===== src/rtl/alu_arbiter.sv =====
// Round-robin arbiter and sequencer that shares one registered ALU between two requesters.
// Latency: response valid ALU_LATENCY+1 edges after the accept edge; one operation in flight.
// Backpressure: requests are refused outside IDLE; a response is held until its owner takes it.
module alu_arbiter #(
    parameter int ALU_LATENCY = 1
) (
    input  logic       CLK,
    input  logic       RESET,
    input  logic       REQ_VALID_0,
    output logic       REQ_READY_0,
    input  logic [7:0] REQ_A_0,
    input  logic [7:0] REQ_B_0,
    input  logic [3:0] REQ_OP_0,
    output logic       RSP_VALID_0,
    input  logic       RSP_READY_0,
    output logic [7:0] RSP_DATA_0,
    input  logic       REQ_VALID_1,
    output logic       REQ_READY_1,
    input  logic [7:0] REQ_A_1,
    input  logic [7:0] REQ_B_1,
    input  logic [3:0] REQ_OP_1,
    output logic       RSP_VALID_1,
    input  logic       RSP_READY_1,
    output logic [7:0] RSP_DATA_1,
    output logic [7:0] ALU_IN_A,
    output logic [7:0] ALU_IN_B,
    output logic [3:0] ALU_OP,
    input  logic [7:0] ALU_RESULT,
    output logic       BUSY
);
    localparam logic [1:0] S_IDLE    = 2'd0;
    localparam logic [1:0] S_EXEC    = 2'd1;
    localparam logic [1:0] S_CAPTURE = 2'd2;
    localparam logic [1:0] S_RESPOND = 2'd3;
    localparam logic [3:0] CNT_INIT  = 4'(ALU_LATENCY - 1);

    logic [1:0] state_q, state_d;
    logic [3:0] cnt_q, cnt_d;
    logic       owner_q, owner_d;
    logic       last_grant_q, last_grant_d;
    logic [7:0] alu_a_q, alu_a_d;
    logic [7:0] alu_b_q, alu_b_d;
    logic [3:0] alu_op_q, alu_op_d;
    logic [7:0] rsp_data0_q, rsp_data0_d;
    logic [7:0] rsp_data1_q, rsp_data1_d;
    logic       rsp_vld0_q, rsp_vld0_d;
    logic       rsp_vld1_q, rsp_vld1_d;

    logic       grant0, grant1, idle, accept, winner;

    // On a tie the requester that did not win last time gets the slot.
    always_comb begin
        idle   = (state_q == S_IDLE);
        grant0 = REQ_VALID_0 && (!REQ_VALID_1 || last_grant_q);
        grant1 = REQ_VALID_1 && (!REQ_VALID_0 || !last_grant_q);
        accept = idle && (grant0 || grant1);
        winner = grant1;
    end

    always_comb begin
        state_d      = state_q;
        cnt_d        = cnt_q;
        owner_d      = owner_q;
        last_grant_d = last_grant_q;
        alu_a_d      = alu_a_q;
        alu_b_d      = alu_b_q;
        alu_op_d     = alu_op_q;
        rsp_data0_d  = rsp_data0_q;
        rsp_data1_d  = rsp_data1_q;
        rsp_vld0_d   = rsp_vld0_q;
        rsp_vld1_d   = rsp_vld1_q;
        case (state_q)
            S_IDLE: begin
                if (accept) begin
                    alu_a_d      = winner ? REQ_A_1  : REQ_A_0;
                    alu_b_d      = winner ? REQ_B_1  : REQ_B_0;
                    alu_op_d     = winner ? REQ_OP_1 : REQ_OP_0;
                    owner_d      = winner;
                    last_grant_d = winner;
                    cnt_d        = CNT_INIT;
                    state_d      = S_EXEC;
                end
            end
            S_EXEC: begin
                if (cnt_q == 4'd0) begin
                    state_d = S_CAPTURE;
                end else begin
                    cnt_d = cnt_q - 4'd1;
                end
            end
            S_CAPTURE: begin
                if (owner_q) begin
                    rsp_data1_d = ALU_RESULT;
                    rsp_vld1_d  = 1'b1;
                end else begin
                    rsp_data0_d = ALU_RESULT;
                    rsp_vld0_d  = 1'b1;
                end
                state_d = S_RESPOND;
            end
            S_RESPOND: begin
                // Only the owner's ready matters; the other side never sees valid.
                if (owner_q ? RSP_READY_1 : RSP_READY_0) begin
                    rsp_vld0_d = 1'b0;
                    rsp_vld1_d = 1'b0;
                    state_d    = S_IDLE;
                end
            end
            default: state_d = S_IDLE;
        endcase
    end

    always_ff @(posedge CLK or posedge RESET) begin
        if (RESET) begin
            state_q      <= S_IDLE;
            cnt_q        <= 4'd0;
            owner_q      <= 1'b0;
            last_grant_q <= 1'b1;
            alu_a_q      <= 8'd0;
            alu_b_q      <= 8'd0;
            alu_op_q     <= 4'd0;
            rsp_data0_q  <= 8'd0;
            rsp_data1_q  <= 8'd0;
            rsp_vld0_q   <= 1'b0;
            rsp_vld1_q   <= 1'b0;
        end else begin
            state_q      <= state_d;
            cnt_q        <= cnt_d;
            owner_q      <= owner_d;
            last_grant_q <= last_grant_d;
            alu_a_q      <= alu_a_d;
            alu_b_q      <= alu_b_d;
            alu_op_q     <= alu_op_d;
            rsp_data0_q  <= rsp_data0_d;
            rsp_data1_q  <= rsp_data1_d;
            rsp_vld0_q   <= rsp_vld0_d;
            rsp_vld1_q   <= rsp_vld1_d;
        end
    end

    assign REQ_READY_0 = idle && grant0;
    assign REQ_READY_1 = idle && grant1;
    assign RSP_VALID_0 = rsp_vld0_q;
    assign RSP_VALID_1 = rsp_vld1_q;
    assign RSP_DATA_0  = rsp_data0_q;
    assign RSP_DATA_1  = rsp_data1_q;
    assign ALU_IN_A    = alu_a_q;
    assign ALU_IN_B    = alu_b_q;
    assign ALU_OP      = alu_op_q;
    assign BUSY        = !idle;

endmodule

===== config.mk =====
export PLATFORM = sky130hd
export DESIGN_NAME = alu_arbiter
export DESIGN_NICKNAME = d
export VERILOG_FILES = /design/src/rtl/alu_arbiter.sv
export SDC_FILE = /design/constraint.sdc
export NUM_CORES = 1
export LEC_CHECK = 0
export ABC_AREA = 1
export CAP_MARGIN = 30
export CORE_MARGIN = 4
export CORE_UTILIZATION = 39
export CTS_BUF_LIST = sky130_fd_sc_hd__clkbuf_16
export DETAILED_ROUTE_END_ITERATION = 12
export MAX_ROUTING_LAYER = met4
export PLACE_DENSITY = 0.77
export SKIP_CTS_REPAIR_TIMING = 1
export SYNTH_ARGS = -nofsm -noshare
export SYNTH_HDL_FRONTEND = slang
export SYNTH_SLANG_ARGS = --single-unit
export TNS_END_PERCENT = 100

===== constraint.sdc =====
create_clock -name CLK -period 1.4 [get_ports CLK]
set_clock_uncertainty 0.1 [all_clocks]
set_input_delay 0.28 -clock CLK [delete_from_list [all_inputs] [get_ports CLK]]
set_output_delay 0.28 -clock CLK [all_outputs]
set_load 0.01 [all_outputs]

# Word level (Yosys, flattened, before mapping)
# Index checks and enable logic that the tools add are counted.
word_totals:
  reg_bits: 46
  inputBits: 54
  output_inout_bits: 41
  word_cells: 61
classes:
  n_addsub: 1
  n_eq_ne: 9
  mux: 16
  n_bitwise: 1
  n_reduce_logical: 23
op_table:
  columns: ["op", "count"]
  rows:
  - ["$mux 8", 2]
  - ["$mux 4", 3]
  - ["$reduce_and 3->1", 4]
  - ["$ne 2x2->1 const B", 5]
  - ["$pmux 2 s4", 1]
  - ["$pmux 4 s2", 1]
  - ["$mux 2", 3]
  - ["$reduce_and 2->1", 3]
  - ["$logic_and 1x1->1", 5]
  - ["$eq 2x2->1 const B", 2]
  - ["$logic_not 1->1", 4]
  - ["$logic_not 4->1", 1]
  - ["$mux 1", 4]
  - ["$pmux 1 s2", 2]
  - ["$reduce_bool 2->1", 2]
  - ["$sub 4x1->4 const B", 1]
  - ["$logic_or 1x1->1", 3]
  - ["$eq 2x1->1 const B", 1]
  - ["$logic_not 2->1", 1]
  - ["$ne 2x1->1 const B", 1]
  - ["$not 1->1", 1]

# Depth between registers and ports, before layout
depth:
  depth_word: 7
  ltp_mapped: 8
  ltp_nobuf: 8

# Worst setup path before layout
# No wires, ideal clock.
synth_path:
  path_type: "register -> register"
  from: "register state_q[0]"
  to: "register cnt_q[0]"
  setup_ps: 126
  arrival_time_ps: 1199
  t_required_ps: 1174
  setup_slack_ps: -25
  path_stages_with_launch: 9
  path_buffers: 0
  synth_period_minus_slack_ps: 1425
  path_cell_list: "dfrtp_1 inv_1 ha_1 inv_1 nor2_1 nand2_1 nand3_2 nand2_1 o21ai_0"
synth_via:
  elab_chain_len: 4
  word_cells_on_any_way: 8
  cone_classes: "3 x eq/ne; 1 x mux; 4 x reduce/logical"
synth_lines:
  columns: ["item", "line", "rtl"]
  rows:
  - ["start, declared", "37", "logic [1:0] state_q, state_d;"]
  - ["start signal, assigned", "127", "state_q <= state_d;"]
  - ["$logic_not 2->1", "53, 72", null]
  - ["$logic_and 1x1->1", "56", "accept = idle && (grant0 || grant1);"]
  - ["$ne 2x1->1 (no source line)", null, null]
  - ["$reduce_and 3->1 (no source line)", null, null]
  - ["end signal, assigned", "128", "cnt_q <= cnt_d;"]
  - ["end, declared", "38", "logic [3:0] cnt_q, cnt_d;"]
# Parallel ways exist; a longest one is shown, timed or not.
# A chain may end at the register's enable or synchronous reset.

# Worst setup path in the final report
layout_path:
  from: "register last_grant_q"
  to: "output REQ_READY_0"
layout_via:
  elab_chain_len: 3
layout_lines:
  columns: ["item", "line", "rtl"]
  rows:
  - ["start, declared", "40", "logic last_grant_q, last_grant_d;"]
  - ["start signal, assigned", "130", "last_grant_q <= last_grant_d;"]
  - ["$logic_or 1x1->1", "54", "grant0 = REQ_VALID_0 && (!REQ_VALID_1 || last_grant_q);"]
  - ["$logic_and 1x1->1", "54", null]
  - ["$logic_and 1x1->1", "141", "assign REQ_READY_0 = idle && grant0;"]
  - ["end, declared", "10", "output logic REQ_READY_0,"]
# No other way between the ends.

==> impl_metrics.json <==
{
  "status": "complete, but fails checks",
  "viasPerCell": 4.71,
  "grt_pass1_vias": 2173,
  "htreeDepth": 2,
  "clockBufferDepth": 2,
  "cp.arrival_ns": 1.22,
  "placementRows": 27,
  "die-width_um": 84.3,
  "path_clk_slew_ns": 0.07,
  "dr.first_iter.drc_count": 86,
  "grt.overflow.total": 0,
  "areaGrowthSynthToFinish_pct": 75.0,
  "cellPowerDensity_mw_per_mm2": 2070,
  "grtUsageTotal_pct": 17.7,
  "drc_errors": 0,
  "cp_common_cell": "inv_2",
  "crit_chain": "inv_2, nand2_2, nand3_2, inv_2, buf_6",
  "setup_viol_count_final": 26,
  "place_area_sq_mm": 0.00342,
  "clockRootBuffer": "clkbuf_16",
  "ff2ff_path_depth": 6,
  "setup_slack_ns": -0.198,
  "first_pass_iters": 4,
  "gp_congestion": 0.794,
  "synth_fp_nets": 356,
  "die-area_sq_mm": 0.00711,
  "failed_checks": "negative setup slack",
  "core_sq_mm": 0.00557,
  "cts_tree": "done",
  "worst_pin_slew_ns": 0.303,
  "cp_max_fo": 3,
  "diodes": 0,
  "period_share_pct": 114,
  "ys_ff_latch": 46,
  "p_switching_mw": 3.04,
  "io_pins": 95,
  "slowest_delay_ns": 0.55,
  "yosys_warnings": 0,
  "ys_seq_area_share_pct": 50.7,
  "power.leakage_nw": 2.39,
  "die_y_um": 84.3,
  "peakVddDrop_uv": 1370,
  "rr_startpoint": "state_q[0]$_DFFE_PP0P_",
  "num_vias": 2247,
  "numClockSinks": 46,
  "drv_slew": 0,
  "syn_area_per_cell_sq_um": 7.70,
  "wirelength_mm": 6.73,
  "fin_util_pct": 71.3,
  "whs_ns": 0.300,
  "fmax_mhz": 626,
  "layout-drive-gt1-share_pct": 14.6,
  "cp_slowest_cell": "dfstp_2",
  "synthesis.area_sq_mm": 0.00227,
  "worstSetupEndpointType": "output port",
  "antenna_found_initial": 0,
  "ant_nets": 0,
  "nets": 465,
  "final_common_cell": "nand2_1",
  "crit_start": "last_grant_q$_DFFE_PP1P_",
  "timing_worst_setup_path_type": "reg -> out",
  "synth.largest_area_cell": "dfrtp_1",
  "clock_latency_ns": 0.29,
  "initial_utilization_pct": 40.7,
  "grt_pass1_wl_mm": 9.95,
  "worst_hold_path_type": "in -> async",
  "cts_inserted_buffers": 5,
  "dp_hpwl_mm": 4.50,
  "rsz0062_at_grt": "true",
  "io_buffers": 94,
  "ys_top_cells_by_area": "dfrtp_1 50%, nand2_1 24%, nand3_1 6.8%",
  "relSlewSlack_pct": 79.6,
  "clkPwrFrac_pct": 18.8,
  "yosysTopAreaCellShare_pct": 49.6,
  "min_period_ns": 1.60,
  "cp_data_required_time_ns": 1.02,
  "syn_inst": 295,
  "finalSetupTns_ns": -1.81,
  "synth_cell_types": 17,
  "pwr-share-comb_pct": 52.6,
  "routedWlPerCell_um": 14.1,
  "cp-start-kind": "register",
  "r2r_slack_ns": -0.07,
  "hold_viol_final": 0,
  "swShare_pct": 37.0,
  "final_cell_mix": "138 x nand2_1, 51 x clkdlybuf4s50_1, 45 x dfrtp_1, 40 x dlymetal6s2s_1, 26 x nand3_1",
  "internal_power_mw": 5.18,
  "maxCapViolCount": 0,
  "p_seq_share_pct": 28.5,
  "postLayoutCellArea_sq_mm": 0.00398,
  "grt_start_max_net_pins": 34
}
## layout make-up
type                    count  area [sq um]
clock buffers               5           125
clock inverters             3          68.8
fillers                   446          1600
inverters                  23          97.6
multi-input cells         214          1100
flip-flops and latches     46          1150
well taps                  72          90.1
repair buffers            114          1340
## kinds of logic (layout without fill, tap and decap cells)
family	after synthesis	after routing	share of synthesized area, %
and+or+nand+nor	184	184	32.9
xor gates and xnor gates	1	1	0.386
AOI/OAI and AO/OA	22	22	4.85
adders and majority gates	7	7	3.86
buffers and inverters	35	145	7.22
DFF	46	46	50.7
## routing by layer
layer | share of wire (%) | track usage (%) | vias up
met3 | 6.0 | 4.61 | 8
met5 | 0 | - | -
li1 | - | - | 1138
met4 | 1.3 | 3.95 | 0
met1 | 44 | 21.2 | 1032
met2 | 49 | 30.0 | 69
## worst max-delay path, delay by kind of cell (launching register included)
family | cells | cell delay (ns)
buf+inv | 3 | 0.24
simple gates | 2 | 0.14
flops | 1 | 0.55
## Yosys cell counts
cell / number
buf_2: 8
buf_4: 2
buf_6: 2
dfrtp_1: 45
dfstp_2: 1
ha_1: 7
inv_1: 22
inv_2: 1
nand2_1: 144
nand3_1: 31
nand3_2: 1
nand4_1: 2
nor2_1: 3
o21ai_0: 21
o21ai_1: 1
or2_2: 3
xor2_1: 1
## per-stage QoR
step | std cells | power [mW] | worst slack (ns)
after floorplan | 295 | 4.20 | -0.0130
after global placement | 466 | 6.04 | -0.586
after detailed placement | 466 | 6.19 | -0.589
after CTS | 474 | 7.75 | -0.705
after global routing | 477 | 8.81 | -0.241
final | 477 | 8.22 | -0.198
## state kept, by name (all words and copies together) (netlist names)
signal and flops:
owner_q 1, RSP_VALID_0 1, state_q 2, cnt_q 4, RSP_VALID_1 1, ALU_IN_A 8
ALU_IN_B 8, ALU_OP 4, RSP_DATA_1 8, last_grant_q 1, RSP_DATA_0 8
## power groups by stage
stage	logic (mW)	registers, mW	clock network (mW)
after global routing	4.79	2.41	1.61
after CTS	3.86	2.33	1.56
final	4.33	2.34	1.55
after detailed placement	3.86	2.33	0
after floorplan	1.65	2.55	0
after global placement	3.73	2.31	0
## final timing paths
path	endpoint
setup / recovery	REQ_READY_0
hold / removal	ALU_OP[0]$_DFFE_PP0P_
hold reg to reg	ALU_IN_A[7]$_DFFE_PP0P_
setup reg to reg	RSP_DATA_0[6]$_DFFE_PP0P_
min in group CLK	last_grant_q$_DFFE_PP1P_
max in group asynchronous	last_grant_q$_DFFE_PP1P_
Power figures use the tool's default switching activity.
